--- src/rtl/suite_pkg.sv ---
// Shared types and widths for the suite pattern loader.
package suite_pkg;

  localparam int WORD_W      = 16;
  localparam int WADDR_W     = 16;
  localparam int BYTE_ADDR_W = 17;

  typedef enum logic [2:0] {
    ST_IDLE    = 3'd0,
    ST_LOAD    = 3'd1,
    ST_FLUSH   = 3'd2,
    ST_RELEASE = 3'd3,
    ST_DONE    = 3'd4
  } state_e;

endpackage

--- src/rtl/suite_loader.sv ---
// Packs the HPS byte download into 16-bit pattern RAM words and holds the
// suite core in reset until the load has settled.
module suite_loader
  import suite_pkg::*;
#(
  parameter int MAX_BYTES      = 65536,
  parameter int RELEASE_CYCLES = 16
) (
  input  logic                   clk,
  input  logic                   reset,
  input  logic                   ioctl_download,
  input  logic                   ioctl_wr,
  input  logic [BYTE_ADDR_W-1:0] ioctl_addr,
  input  logic [7:0]             ioctl_data,
  output logic                   ram_we,
  output logic [WADDR_W-1:0]     ram_addr,
  output logic [WORD_W-1:0]      ram_wdata,
  output logic                   core_reset,
  output logic                   load_done,
  output logic                   load_err,
  output logic [BYTE_ADDR_W-1:0] load_len
);

  localparam int RCW = $clog2(RELEASE_CYCLES + 1);
  localparam logic [BYTE_ADDR_W:0] MAX_B    = (BYTE_ADDR_W+1)'(MAX_BYTES);
  localparam logic [RCW-1:0]       REL_LAST = RCW'(RELEASE_CYCLES - 1);

  state_e                 state, state_nxt;
  logic                   load_entry;
  logic [BYTE_ADDR_W-1:0] exp_addr, exp_cur, len_cur;
  logic [7:0]             pend_byte;
  logic                   pend_vld;
  logic [RCW-1:0]         rel_cnt;
  logic                   byte_take, addr_ok, accept, drop;

  always_comb begin
    state_nxt  = state;
    load_entry = 1'b0;
    core_reset = 1'b0;
    load_done  = 1'b0;
    case (state)
      ST_IDLE, ST_DONE: begin
        load_done = (state == ST_DONE);
        if (ioctl_download) begin
          state_nxt  = ST_LOAD;
          load_entry = 1'b1;
        end
      end
      ST_LOAD: begin
        core_reset = 1'b1;
        if (!ioctl_download) state_nxt = ST_FLUSH;
      end
      ST_FLUSH: begin
        core_reset = 1'b1;
        if (ioctl_download) begin
          state_nxt  = ST_LOAD;
          load_entry = 1'b1;
        end else begin
          state_nxt = ST_RELEASE;
        end
      end
      ST_RELEASE: begin
        core_reset = 1'b1;
        if (ioctl_download) begin
          state_nxt  = ST_LOAD;
          load_entry = 1'b1;
        end else if (rel_cnt == REL_LAST) begin
          state_nxt = ST_DONE;
        end
      end
      default: state_nxt = ST_IDLE;
    endcase
  end

  // A strobe on the entry edge is judged against the freshly cleared counters.
  always_comb begin
    exp_cur   = load_entry ? '0 : exp_addr;
    len_cur   = load_entry ? '0 : load_len;
    byte_take = ioctl_wr && ((state == ST_LOAD) || load_entry);
    addr_ok   = (ioctl_addr == exp_cur) && ({1'b0, ioctl_addr} < MAX_B);
    accept    = byte_take && addr_ok;
    drop      = byte_take && !addr_ok;
  end

  always_ff @(posedge clk) begin
    if (reset) begin
      state     <= ST_IDLE;
      ram_we    <= 1'b0;
      ram_addr  <= '0;
      ram_wdata <= '0;
      load_err  <= 1'b0;
      load_len  <= '0;
      exp_addr  <= '0;
      pend_byte <= '0;
      pend_vld  <= 1'b0;
      rel_cnt   <= '0;
    end else begin
      state  <= state_nxt;
      ram_we <= 1'b0;

      // Odd trailing byte goes out zero-padded; exp_addr is odd here so >>1 is its word.
      if (state == ST_FLUSH && pend_vld) begin
        ram_we    <= 1'b1;
        ram_addr  <= exp_addr[BYTE_ADDR_W-1:1];
        ram_wdata <= {8'h00, pend_byte};
        pend_vld  <= 1'b0;
      end

      if (state == ST_RELEASE) rel_cnt <= rel_cnt + 1'b1;
      else                     rel_cnt <= '0;

      if (load_entry) begin
        exp_addr  <= '0;
        load_len  <= '0;
        load_err  <= 1'b0;
        pend_byte <= '0;
        pend_vld  <= 1'b0;
      end

      if (accept) begin
        exp_addr <= exp_cur + 1'b1;
        load_len <= len_cur + 1'b1;
        if (ioctl_addr[0]) begin
          ram_we    <= 1'b1;
          ram_addr  <= ioctl_addr[BYTE_ADDR_W-1:1];
          ram_wdata <= {ioctl_data, pend_byte};
          pend_vld  <= 1'b0;
        end else begin
          pend_byte <= ioctl_data;
          pend_vld  <= 1'b1;
        end
      end

      if (drop) load_err <= 1'b1;
    end
  end

endmodule

--- config.mk ---
export PLATFORM = sky130hd
export DESIGN_NAME = suite_loader
export DESIGN_NICKNAME = d
export VERILOG_FILES = /design/src/rtl/suite_pkg.sv /design/src/rtl/suite_loader.sv
export SDC_FILE = /design/constraint.sdc
export NUM_CORES = 1
export LEC_CHECK = 0
export CAP_MARGIN = 20
export CORE_ASPECT_RATIO = 1.1
export CORE_MARGIN = 4
export CORE_UTILIZATION = 45
export DETAILED_ROUTE_END_ITERATION = 12
export GPL_TIMING_DRIVEN = 0
export PLACE_DENSITY = 0.68
export SETUP_SLACK_MARGIN = 0.15
export SYNTH_ARGS = -nofsm -noshare
export SYNTH_HDL_FRONTEND = slang
export SYNTH_SLANG_ARGS = --single-unit
--- constraint.sdc ---
create_clock -name clk -period 5.4 [get_ports clk]
set_input_delay 1.62 -clock clk [delete_from_list [all_inputs] [get_ports clk]]
set_output_delay 1.62 -clock clk [all_outputs]
set_load 0.01 [all_outputs]
==> report_table.html, run 1 <==
<table>
<tr><th>Metric</th><th>Value</th></tr>
<tr><th colspan="2">Outcome</th></tr>
<tr><td>Result of the run</td><td>finished clean</td></tr>
<tr><th colspan="2">STA</th></tr>
<tr><td>Post-route clock skew</td><td>around 0.010 ns</td></tr>
<tr><td>Top achievable clock speed</td><td>219 MHz</td></tr>
<tr><td>Worst slew slack as a fraction of its limit</td><td>a little under two fifths</td></tr>
<tr><td>Endpoints failing setup</td><td>0</td></tr>
<tr><td>Measured slew at the worst slew-check pin</td><td>between 0.9 and 1 ns</td></tr>
<tr><td>Period Utilization, post-route</td><td>a little over four fifths</td></tr>
<tr><td>Setup TNS</td><td>0 ns</td></tr>
<tr><td>Hold Worst Slack</td><td>around 0.45 ns</td></tr>
<tr><td>Minimum clock period after layout</td><td>approximately 4.6 ns</td></tr>
<tr><td>Final-report hold violation count</td><td>0</td></tr>
<tr><td>RSZ-0062 raised after global routing</td><td>no</td></tr>
<tr><td>Number of pins exceeding their max-slew limit in the final report</td><td>0</td></tr>
<tr><th colspan="2">Detailed routing</th></tr>
<tr><td>1st-iter DRT viols</td><td>around 260</td></tr>
<tr><td>Total via count in the routed design</td><td>around 4000</td></tr>
<tr><td>Detail-routed net length per standard cell</td><td>roughly 17 µm</td></tr>
<tr><td>DRC violation count after routing</td><td>0</td></tr>
<tr><td>Wire length after detailed routing</td><td>11.9 mm</td></tr>
<tr><td>Router iterations before antenna repair</td><td>5</td></tr>
<tr><td>Antenna-violating nets left</td><td>0</td></tr>
<tr><td>Avg Vias per Cell</td><td>5.79</td></tr>
<tr><th colspan="2">Logic synthesis</th></tr>
<tr><td>Total nets after synthesis</td><td>529</td></tr>
<tr><td>Commonest register cell after synthesis</td><td>sky130_fd_sc_hd__dfxtp_1</td></tr>
<tr><td>Mapped Cells</td><td>a little under 500</td></tr>
<tr><td>Top cells by area in the synthesized netlist</td><td>sky130_fd_sc_hd__dfxtp_1 (42%), sky130_fd_sc_hd__a21oi_1 (7.1%), sky130_fd_sc_hd__nand3_1 (5.0%)</td></tr>
<tr><td>Yosys reg bits</td><td>85</td></tr>
<tr><td>Library cell occupying the most area in the post-synthesis netlist</td><td>sky130_fd_sc_hd__dfxtp_1</td></tr>
<tr><td>Fraction of the yosys area taken by sequential cells</td><td>between 40% and 50%</td></tr>
<tr><td>Async set or reset register ratio after synthesis</td><td>0%</td></tr>
<tr><td>Mean cell area of the mapped netlist</td><td>between 8 and 9 µm²</td></tr>
<tr><td>Number of flops mapped to enable cells by yosys</td><td>0</td></tr>
<tr><td>Proportion of netlist area held by the largest area contributor</td><td>a little over two fifths</td></tr>
<tr><td>Netlist cell types</td><td>52</td></tr>
<tr><td>Total number of yosys warnings</td><td>0</td></tr>
<tr><td>Total standard cell area after synthesis</td><td>about 4100 µm²</td></tr>
<tr><th colspan="2">Finish</th></tr>
<tr><td>Fraction of final layout cells sized beyond drive strength 1</td><td>5.24%</td></tr>
<tr><td>Synth-to-layout area growth</td><td>27.5%</td></tr>
<tr><td>Layout filler cell count</td><td>between 800 and 900</td></tr>
<tr><td>Number of diodes</td><td>0</td></tr>
<tr><td>Top library cells by usage in the layout, fill and taps aside</td><td>sky130_fd_sc_hd__dfxtp_1 (85), sky130_fd_sc_hd__clkdlybuf4s50_1 (80), sky130_fd_sc_hd__a21oi_1 (58)</td></tr>
<tr><td>Most common cell after layout, fill and taps aside</td><td>sky130_fd_sc_hd__dfxtp_1</td></tr>
<tr><td>Final layout net count</td><td>620</td></tr>
<tr><th colspan="2">Pwr</th></tr>
<tr><td>Logic pwr share</td><td>7.1%</td></tr>
<tr><td>Switching share of total power</td><td>a little over a quarter</td></tr>
<tr><td>Internal power</td><td>~0.00083 W</td></tr>
<tr><td>Max rail drop VDD</td><td>0.000162 V</td></tr>
<tr><td>Reported net switching power</td><td>between 0.0002 and 0.0003 W</td></tr>
<tr><td>Sequential fraction of design power</td><td>55.9%</td></tr>
<tr><td>Total power density per cell area</td><td>~220 nW/µm²</td></tr>
<tr><td>Power share of the clock group</td><td>36.9%</td></tr>
<tr><td>Leakage power of the design</td><td>~1.7 nW</td></tr>
<tr><th colspan="2">Die</th></tr>
<tr><td>Chip Width</td><td>98.8 µm</td></tr>
<tr><td>Initial cell density of the core</td><td>a little under half</td></tr>
<tr><td>Number of top-level pins</td><td>82</td></tr>
<tr><td>Overall die area</td><td>about 11000 µm²</td></tr>
<tr><td>Core area</td><td>8870 µm²</td></tr>
<tr><td>Vert. Die Dim</td><td>about 110 µm</td></tr>
<tr><td>Std cell rows</td><td>36</td></tr>
<tr><th colspan="2">CTS</th></tr>
<tr><td>CTS tree</td><td>yes</td></tr>
<tr><td>Clock root buffer</td><td>sky130_fd_sc_hd__clkbuf_8</td></tr>
<tr><td>Resized Gates After CTS</td><td>0</td></tr>
<tr><td>Clock Sinks</td><td>85</td></tr>
<tr><td># hold bufs at CTS</td><td>0</td></tr>
<tr><td>Clk Latency, worst-skew pair</td><td>~0.36 ns</td></tr>
<tr><td>CTS H-tree depth</td><td>3</td></tr>
<tr><td>Clock tree buffer depth</td><td>2</td></tr>
<tr><td>Post CTS Setup Buffer Count</td><td>0</td></tr>
<tr><td>Clock buffer count from CTS</td><td>9</td></tr>
<tr><td>Clock input transition at the sequential cells of the worst setup and hold paths</td><td>approximately 0.10 ns</td></tr>
<tr><th colspan="2">Worst setup path</th></tr>
<tr><td>Largest fanout of any net on the critical path</td><td>10</td></tr>
<tr><td>Worst path required time</td><td>5.70 ns</td></tr>
<tr><td>Kind of end point of the critical path</td><td>register</td></tr>
<tr><td>Worst path arrival time</td><td>4.85 ns</td></tr>
<tr><td>Cells on worst reg2reg path</td><td>8</td></tr>
<tr><td>Type of origin of the critical path</td><td>input port</td></tr>
<tr><td>Worst setup path category</td><td>in -&gt; reg</td></tr>
<tr><td>Worst reg-to-reg setup slack</td><td>~2.2 ns</td></tr>
<tr><th colspan="2">Place</th></tr>
<tr><td>Routability cong.</td><td>slightly above 0.9</td></tr>
<tr><td>Post-DP HPWL</td><td>slightly below 9 mm</td></tr>
<tr><td>Number of buffer cells added on primary ports</td><td>80</td></tr>
<tr><th colspan="2">Global routing</th></tr>
<tr><td>Vias in the first global route</td><td>roughly 3900</td></tr>
<tr><td>Met2 Use GR</td><td>37.8%</td></tr>
<tr><td>Wire length of the first global-routing pass</td><td>around 19 mm</td></tr>
<tr><td>Total congestion overflow</td><td>0</td></tr>
<tr><td>Global routing usage on met1</td><td>approximately 29%</td></tr>
<tr><td>Routing layer with the top usage in global route</td><td>met2</td></tr>
<tr><td>Pin count of the biggest net entering global routing</td><td>16</td></tr>
<tr><td>Global-route met3 utilization</td><td>under 10%</td></tr>
<tr><td>Total Routing Usage GR</td><td>around 23%</td></tr>
<tr><td>Initial antenna violation count</td><td>0</td></tr>
<tr><th colspan="2">Job</th></tr>
<tr><td>Number of violations of the max-capacitance limit</td><td>0</td></tr>
<tr><th colspan="2">Min path</th></tr>
<tr><td>Worst hold path type</td><td>reg -&gt; reg</td></tr>
<tr><td>Hold Path Stages</td><td>1</td></tr>
</table>
-- flip-flops by register name (all words and copies together), names as in the netlist --
| register | count |
|---|---|
| exp_addr | 17 |
| load_len | 17 |
| ram_addr | 16 |
| ram_wdata | 16 |
| pend_byte | 8 |
| rel_cnt | 5 |
| state | 3 |
| load_err | 1 |
| pend_vld | 1 |
| ram_we | 1 |
-- final timing paths --
check | startpoint | endpoint
worst max-delay path | ioctl_download | ram_wdata[8]
worst min-delay path | rel_cnt[0] | rel_cnt[0]
worst max register to register | state[1] | ram_wdata[8]
worst min register to register | rel_cnt[0] | rel_cnt[0]
-- metal layers --
metal / part of all wire, % / vias up
met2: 48 / 132
met1: 45 / 1954
met5: 0 / -
met3: 6.4 / 14
met4: 1.0 / 0
li1: - / 1990
-- cell families after synthesis --
kind of cell,Yosys count,share of synthesized area (%)
and+or+nand+nor,203,25.7
AOI/OAI and AO/OA,126,19.1
DFF,85,41.7
buffers and inverters,46,4.75
muxes,18,4.53
xor gates and xnor gates,14,3.00
adders and majority gates,4,1.23
-- layout make-up --
class / instances / area (µm²) / share of cell area (%)
multi-input cells: 365 / 2190 / 42.1
flip-flops and latches: 85 / 1700 / 32.7
repair buffers: 80 / 801 / 15.4
well taps: 114 / 143 / 2.74
plain buffers: 30 / 134 / 2.57
clock buffers: 9 / 124 / 2.38
inverters: 16 / 60.1 / 1.15
clock inverters: 7 / 50.0 / 0.961
-- critical path, stage by stage --
cell                              delay [ns]
sky130_fd_sc_hd__clkdlybuf4s50_1        0.50
sky130_fd_sc_hd__clkbuf_1               0.40
sky130_fd_sc_hd__a21oi_1                0.12
sky130_fd_sc_hd__o32ai_1                0.45
sky130_fd_sc_hd__o2111ai_1              0.26
sky130_fd_sc_hd__nor4_2                 0.71
sky130_fd_sc_hd__clkbuf_1               0.48
sky130_fd_sc_hd__nand2_1                0.14
sky130_fd_sc_hd__a21oi_1                0.16
-- per-stage QoR --
stage / util (%) / cells / setup slack (ns) / instance area, µm² / power (W)
3_3_place_gp: 56.7 / 690 / 0.543 / 5030 / 0.000722
6_report: 58.7 / 706 / 0.844 / 5210 / 0.00112
3_5_place_dp: 56.7 / 690 / 0.544 / 5030 / 0.000723
2_1_floorplan: - / 496 / 1.72 / 4080 / 0.000679
5_1_grt: 58.7 / 706 / 0.600 / 5210 / 0.00117
4_1_cts: 58.7 / 706 / 0.902 / 5210 / 0.00113
-- Yosys cell counts, drive strengths merged, types with 2 or more instances --
cell and count:
o211ai 3, o21a 2, nand4 9, o221a 2
nand3 41, ha 4, a31oi 4, and4 2
a22oi 2, nor2 38, or4 4, o32ai 3
nand2 45, a2bb2oi 2, or3 17, xnor2 12
and3 9, xor2 2, nor4 4, mux2i 17
a21oi 58, clkbuf 22, buf 8, dfxtp 85
o21ai 24, nor2b 4, nor4bb 3, nor3 9
and2 10, o31ai 3, nand3b 2, nand2b 4
a211oi 15, inv 16
-- power groups by stage --
stage / clock, W / combinational, W / sequential (W)
after detailed placement: 0 / 0.0000791 / 0.000644
after floorplan: 0 / 0.0000357 / 0.000644
after global placement: 0 / 0.0000785 / 0.000643
final: 0.000415 / 0.0000803 / 0.000629
after global routing: 0.000454 / 0.0000864 / 0.000629
after CTS: 0.000420 / 0.0000796 / 0.000629
Note: power is estimated with default switching activity, not from simulation.
==> inputs of run 2 (changes only) <==
==> constraint.sdc (replaced) <==
create_clock -name clk -period 4.5 [get_ports clk]
set_input_delay 1.35 -clock clk [delete_from_list [all_inputs] [get_ports clk]]
set_output_delay 1.35 -clock clk [all_outputs]
set_load 0.01 [all_outputs]
==> report_table.html, run 2 (synthesized netlist as in run 1, its figures left out) <==
<table>
<tr><th>Metric</th><th>Value</th></tr>
<tr><th colspan="2">Die</th></tr>
<tr><td>Std cell rows</td><td>36 (unchanged)</td></tr>
<tr><td>Vert. Die Dim</td><td>108 µm (unchanged)</td></tr>
<tr><td>Core area</td><td>8870 µm² (unchanged)</td></tr>
<tr><td>Number of top-level pins</td><td>82 (unchanged)</td></tr>
<tr><td>Initial cell density of the core</td><td>46.0% (unchanged)</td></tr>
<tr><td>Chip Width</td><td>98.8 µm (unchanged)</td></tr>
<tr><td>Overall die area</td><td>10700 µm² (unchanged)</td></tr>
<tr><th colspan="2">CTS</th></tr>
<tr><td># hold bufs at CTS</td><td>0 (unchanged)</td></tr>
<tr><td>Clock tree buffer depth</td><td>2 (unchanged)</td></tr>
<tr><td>Clk Latency, worst-skew pair</td><td>0.36 ns (about the same)</td></tr>
<tr><td>Clock input transition at the sequential cells of the worst setup and hold paths</td><td>0.09 ns (was 0.10 ns)</td></tr>
<tr><td>Clock Sinks</td><td>85 (unchanged)</td></tr>
<tr><td>CTS H-tree depth</td><td>3 (unchanged)</td></tr>
<tr><td>Clock root buffer</td><td>sky130_fd_sc_hd__clkbuf_8 (unchanged)</td></tr>
<tr><td>CTS tree</td><td>yes (unchanged)</td></tr>
<tr><td>Post CTS Setup Buffer Count</td><td>0 (unchanged)</td></tr>
<tr><td>Clock buffer count from CTS</td><td>9 (unchanged)</td></tr>
<tr><th colspan="2">Detailed routing</th></tr>
<tr><td>Antenna-violating nets left</td><td>0 (unchanged)</td></tr>
<tr><td>Wire length after detailed routing</td><td>11.9 mm (about the same)</td></tr>
<tr><td>Router iterations before antenna repair</td><td>5 (unchanged)</td></tr>
<tr><td>DRC violation count after routing</td><td>0 (unchanged)</td></tr>
<tr><td>Detail-routed net length per standard cell</td><td>16.9 µm (about the same)</td></tr>
<tr><td>1st-iter DRT viols</td><td>277 (was 256)</td></tr>
<tr><td>Total via count in the routed design</td><td>4096 (was 4090)</td></tr>
<tr><td>Avg Vias per Cell</td><td>5.80 (was 5.79)</td></tr>
<tr><th colspan="2">Global routing</th></tr>
<tr><td>Pin count of the biggest net entering global routing</td><td>16 (unchanged)</td></tr>
<tr><td>Initial antenna violation count</td><td>0 (unchanged)</td></tr>
<tr><td>Total congestion overflow</td><td>0 (unchanged)</td></tr>
<tr><td>Wire length of the first global-routing pass</td><td>19.4 mm (unchanged)</td></tr>
<tr><td>Vias in the first global route</td><td>3880 (unchanged)</td></tr>
<tr><td>Total Routing Usage GR</td><td>22.6% (unchanged)</td></tr>
<tr><th colspan="2">Finish</th></tr>
<tr><td>Layout filler cell count</td><td>839 (was 843)</td></tr>
<tr><td>Non-filler instance count after layout</td><td>706 (unchanged)</td></tr>
<tr><td>Final layout net count</td><td>620 (unchanged)</td></tr>
<tr><td>Top library cells by usage in the layout, fill and taps aside</td><td>sky130_fd_sc_hd__dfxtp_1 (85), sky130_fd_sc_hd__clkdlybuf4s50_1 (80), sky130_fd_sc_hd__a21oi_1 (58) (unchanged)</td></tr>
<tr><td>Most common cell after layout, fill and taps aside</td><td>sky130_fd_sc_hd__dfxtp_1 (unchanged)</td></tr>
<tr><td>Largest registers</td><td>exp_addr x17, load_len x17 (unchanged)</td></tr>
<tr><td>Fraction of final layout cells sized beyond drive strength 1</td><td>5.57% (was 5.24%)</td></tr>
<tr><td>Synth-to-layout area growth</td><td>27.8% (was 27.5%)</td></tr>
<tr><td>Layout Utilization</td><td>58.8% (was 58.7%)</td></tr>
<tr><td>Number of diodes</td><td>0 (unchanged)</td></tr>
<tr><th colspan="2">Pwr</th></tr>
<tr><td>Switching share of total power</td><td>26.4% (was 26.3%)</td></tr>
<tr><td>Sequential fraction of design power</td><td>55.8% (was 55.9%)</td></tr>
<tr><td>Logic pwr share</td><td>7.2% (was 7.1%)</td></tr>
<tr><td>Leakage power of the design</td><td>1.75 nW (was 1.74 nW)</td></tr>
<tr><td>Power share of the clock group</td><td>37.0% (was 36.9%)</td></tr>
<tr><td>Total power density per cell area</td><td>259 nW/µm² (was 216 nW/µm²)</td></tr>
<tr><td>Reported net switching power</td><td>0.000356 W (was 0.000296 W)</td></tr>
<tr><td>Internal power</td><td>0.000995 W (was 0.000829 W)</td></tr>
<tr><td>Max rail drop VDD</td><td>0.000194 V (was 0.000162 V)</td></tr>
<tr><th colspan="2">STA</th></tr>
<tr><td>Measured slew at the worst slew-check pin</td><td>0.970 ns (was 0.939 ns)</td></tr>
<tr><td>Worst slew slack as a fraction of its limit</td><td>35.2% (was 37.2%)</td></tr>
<tr><td>Final-report hold violation count</td><td>0 (unchanged)</td></tr>
<tr><td>Period Utilization, post-route</td><td>between 80% and 90%</td></tr>
<tr><td>Minimum clock period after layout</td><td>3.97 ns</td></tr>
<tr><td>Top achievable clock speed</td><td>roughly 250 MHz</td></tr>
<tr><td>Smallest setup slack after layout</td><td>0.527 ns (was 0.844 ns)</td></tr>
<tr><td>Number of pins exceeding their max-slew limit in the final report</td><td>0 (unchanged)</td></tr>
<tr><td>Endpoints failing setup</td><td>0 (unchanged)</td></tr>
<tr><td>RSZ-0062 raised after global routing</td><td>no (unchanged)</td></tr>
<tr><td>Hold Worst Slack</td><td>0.453 ns (about the same)</td></tr>
<tr><td>Post-route clock skew</td><td>0.0120 ns (was 0.0101 ns)</td></tr>
<tr><th colspan="2">Worst setup path</th></tr>
<tr><td>RR Endpoint</td><td>exp_addr[14] (was ram_wdata[8])</td></tr>
<tr><td>Worst reg-to-reg setup slack</td><td>1.41 ns (was 2.18 ns)</td></tr>
<tr><td>RR Startpoint</td><td>state[1] (unchanged)</td></tr>
<tr><td>Kind of end point of the critical path</td><td>register (unchanged)</td></tr>
<tr><td>Cells on worst reg2reg path</td><td>9 (was 8)</td></tr>
<tr><td>Worst path arrival time</td><td>4.26 ns (was 4.85 ns)</td></tr>
<tr><td>Type of origin of the critical path</td><td>input port (unchanged)</td></tr>
<tr><td>Worst path required time</td><td>4.79 ns (was 5.70 ns)</td></tr>
<tr><td>Largest fanout of any net on the critical path</td><td>10 (unchanged)</td></tr>
<tr><td>Worst setup path category</td><td>in -&gt; reg (unchanged)</td></tr>
<tr><th colspan="2">Min path</th></tr>
<tr><td>WHS Endpoint</td><td>rel_cnt[0] (unchanged)</td></tr>
<tr><td>Worst hold path type</td><td>reg -&gt; reg (unchanged)</td></tr>
<tr><td>Hold Path Stages</td><td>1 (unchanged)</td></tr>
<tr><td>Hold path startpoint</td><td>rel_cnt[0] (unchanged)</td></tr>
<tr><th colspan="2">Outcome</th></tr>
<tr><td>Result of the run</td><td>finished clean (unchanged)</td></tr>
<tr><th colspan="2">Place</th></tr>
<tr><td>Post-DP HPWL</td><td>8.64 mm (unchanged)</td></tr>
<tr><td>Worst slack at placement</td><td>-0.0856 ns (was 0.544 ns)</td></tr>
<tr><td>Routability cong.</td><td>0.909 (unchanged)</td></tr>
<tr><td>Number of buffer cells added on primary ports</td><td>80 (unchanged)</td></tr>
<tr><td>Placed insts</td><td>690 (unchanged)</td></tr>
<tr><th colspan="2">Job</th></tr>
<tr><td>Number of violations of the max-capacitance limit</td><td>0 (unchanged)</td></tr>
</table>
[run 2: changes by cell type in the layout (fill, tap and decap cells not counted)]
cell	change
sky130_fd_sc_hd__nor4_4	+1
sky130_fd_sc_hd__nor4_2	-1
sky130_fd_sc_hd__clkbuf_1	-2
sky130_fd_sc_hd__clkbuf_2	+2
[run 2: power groups by stage]
stage	clock network, W	logic, W	registers (W)
global route	0.000545	0.000105	0.000755
CTS	0.000503	0.0000956	0.000755
global placement	0	0.0000941	0.000772
floorplan	0	0.0000428	0.000772
detailed placement	0	0.0000950	0.000772
finish	0.000500	0.0000971	0.000755
[run 2: worst max-delay path by stage]
stage              endpoint            from  cells past startpoint  slack, ns
2_1_floorplan  exp_addr[12]  ioctl_download                     11       1.09
3_3_place_gp   ram_wdata[8]  ioctl_download                      9      -0.09
3_5_place_dp   ram_wdata[8]  ioctl_download                      9      -0.09
4_1_cts        ram_wdata[8]  ioctl_download                      9       0.27
5_1_grt        exp_addr[12]  ioctl_download                     12       0.28
6_report       exp_addr[14]  ioctl_download                     10       0.53
[run 2: stage by stage]
step | total power (W) | TNS [ns] | instance area (µm²)
6_report | 0.00135 | 0 | 5220
5_1_grt | 0.00140 | 0 | 5220
4_1_cts | 0.00135 | 0 | 5210
3_5_place_dp | 0.000867 | -0.538 | 5030
3_3_place_gp | 0.000866 | -0.268 | 5030
2_1_floorplan | 0.000815 | 0 | 4080
[run 2: area by class of cell]
class,count,area [µm²],share of cell area [%]
Multi-Input combinational cell,365,2200,42.2
Sequential cell,85,1700,32.6
Timing Repair Buffer,80,801,15.3
Tap cell,114,143,2.73
Buffer,30,136,2.61
Clock buffer,9,124,2.37
Inverter,16,60.1,1.15
Clock inverter,7,50.0,0.959
[run 2: per-layer routing]
layer  GRT usage, %  wire, µm  up-vias  share of wire, %
met3           6.29       841       19               7.0
met1           29.2      5210     1951                44
met2           37.8      5730      143                48
met4           4.98       151        0               1.3
met5              0         0        -                 0
li1               -         -     1983                 -
[run 2: critical path: stages]
cell and delay (ns):
sky130_fd_sc_hd__clkdlybuf4s50_1 0.50, sky130_fd_sc_hd__clkbuf_2 0.24, sky130_fd_sc_hd__a21oi_1 0.09, sky130_fd_sc_hd__o32ai_1 0.44, sky130_fd_sc_hd__and4_1 0.26, sky130_fd_sc_hd__clkbuf_1 0.23, sky130_fd_sc_hd__buf_2 0.29, sky130_fd_sc_hd__nand3_1 0.27
sky130_fd_sc_hd__or3_1 0.44, sky130_fd_sc_hd__a21oi_1 0.14
[run 2: timing repair]
item                                    in CTS  in global routing
resized for setup                            0                  5
endpoints found under the setup margin       0                 20
hold endpoints to repair                     0                  0
==> inputs of run 3 (changes only) <==
--- a/config.mk
+++ b/config.mk
@@ -5,10 +5,12 @@
 export SDC_FILE = /design/constraint.sdc
 export NUM_CORES = 1
 export LEC_CHECK = 0
+export ABC_AREA = 0
 export CAP_MARGIN = 20
 export CORE_ASPECT_RATIO = 1.1
 export CORE_MARGIN = 4
 export CORE_UTILIZATION = 45
+export CTS_CLUSTER_DIAMETER = 40
 export DETAILED_ROUTE_END_ITERATION = 12
 export GPL_TIMING_DRIVEN = 0
 export PLACE_DENSITY = 0.68
==> results of run 3 <==
Final layout, timing and power as in run 2 (identical DEF).
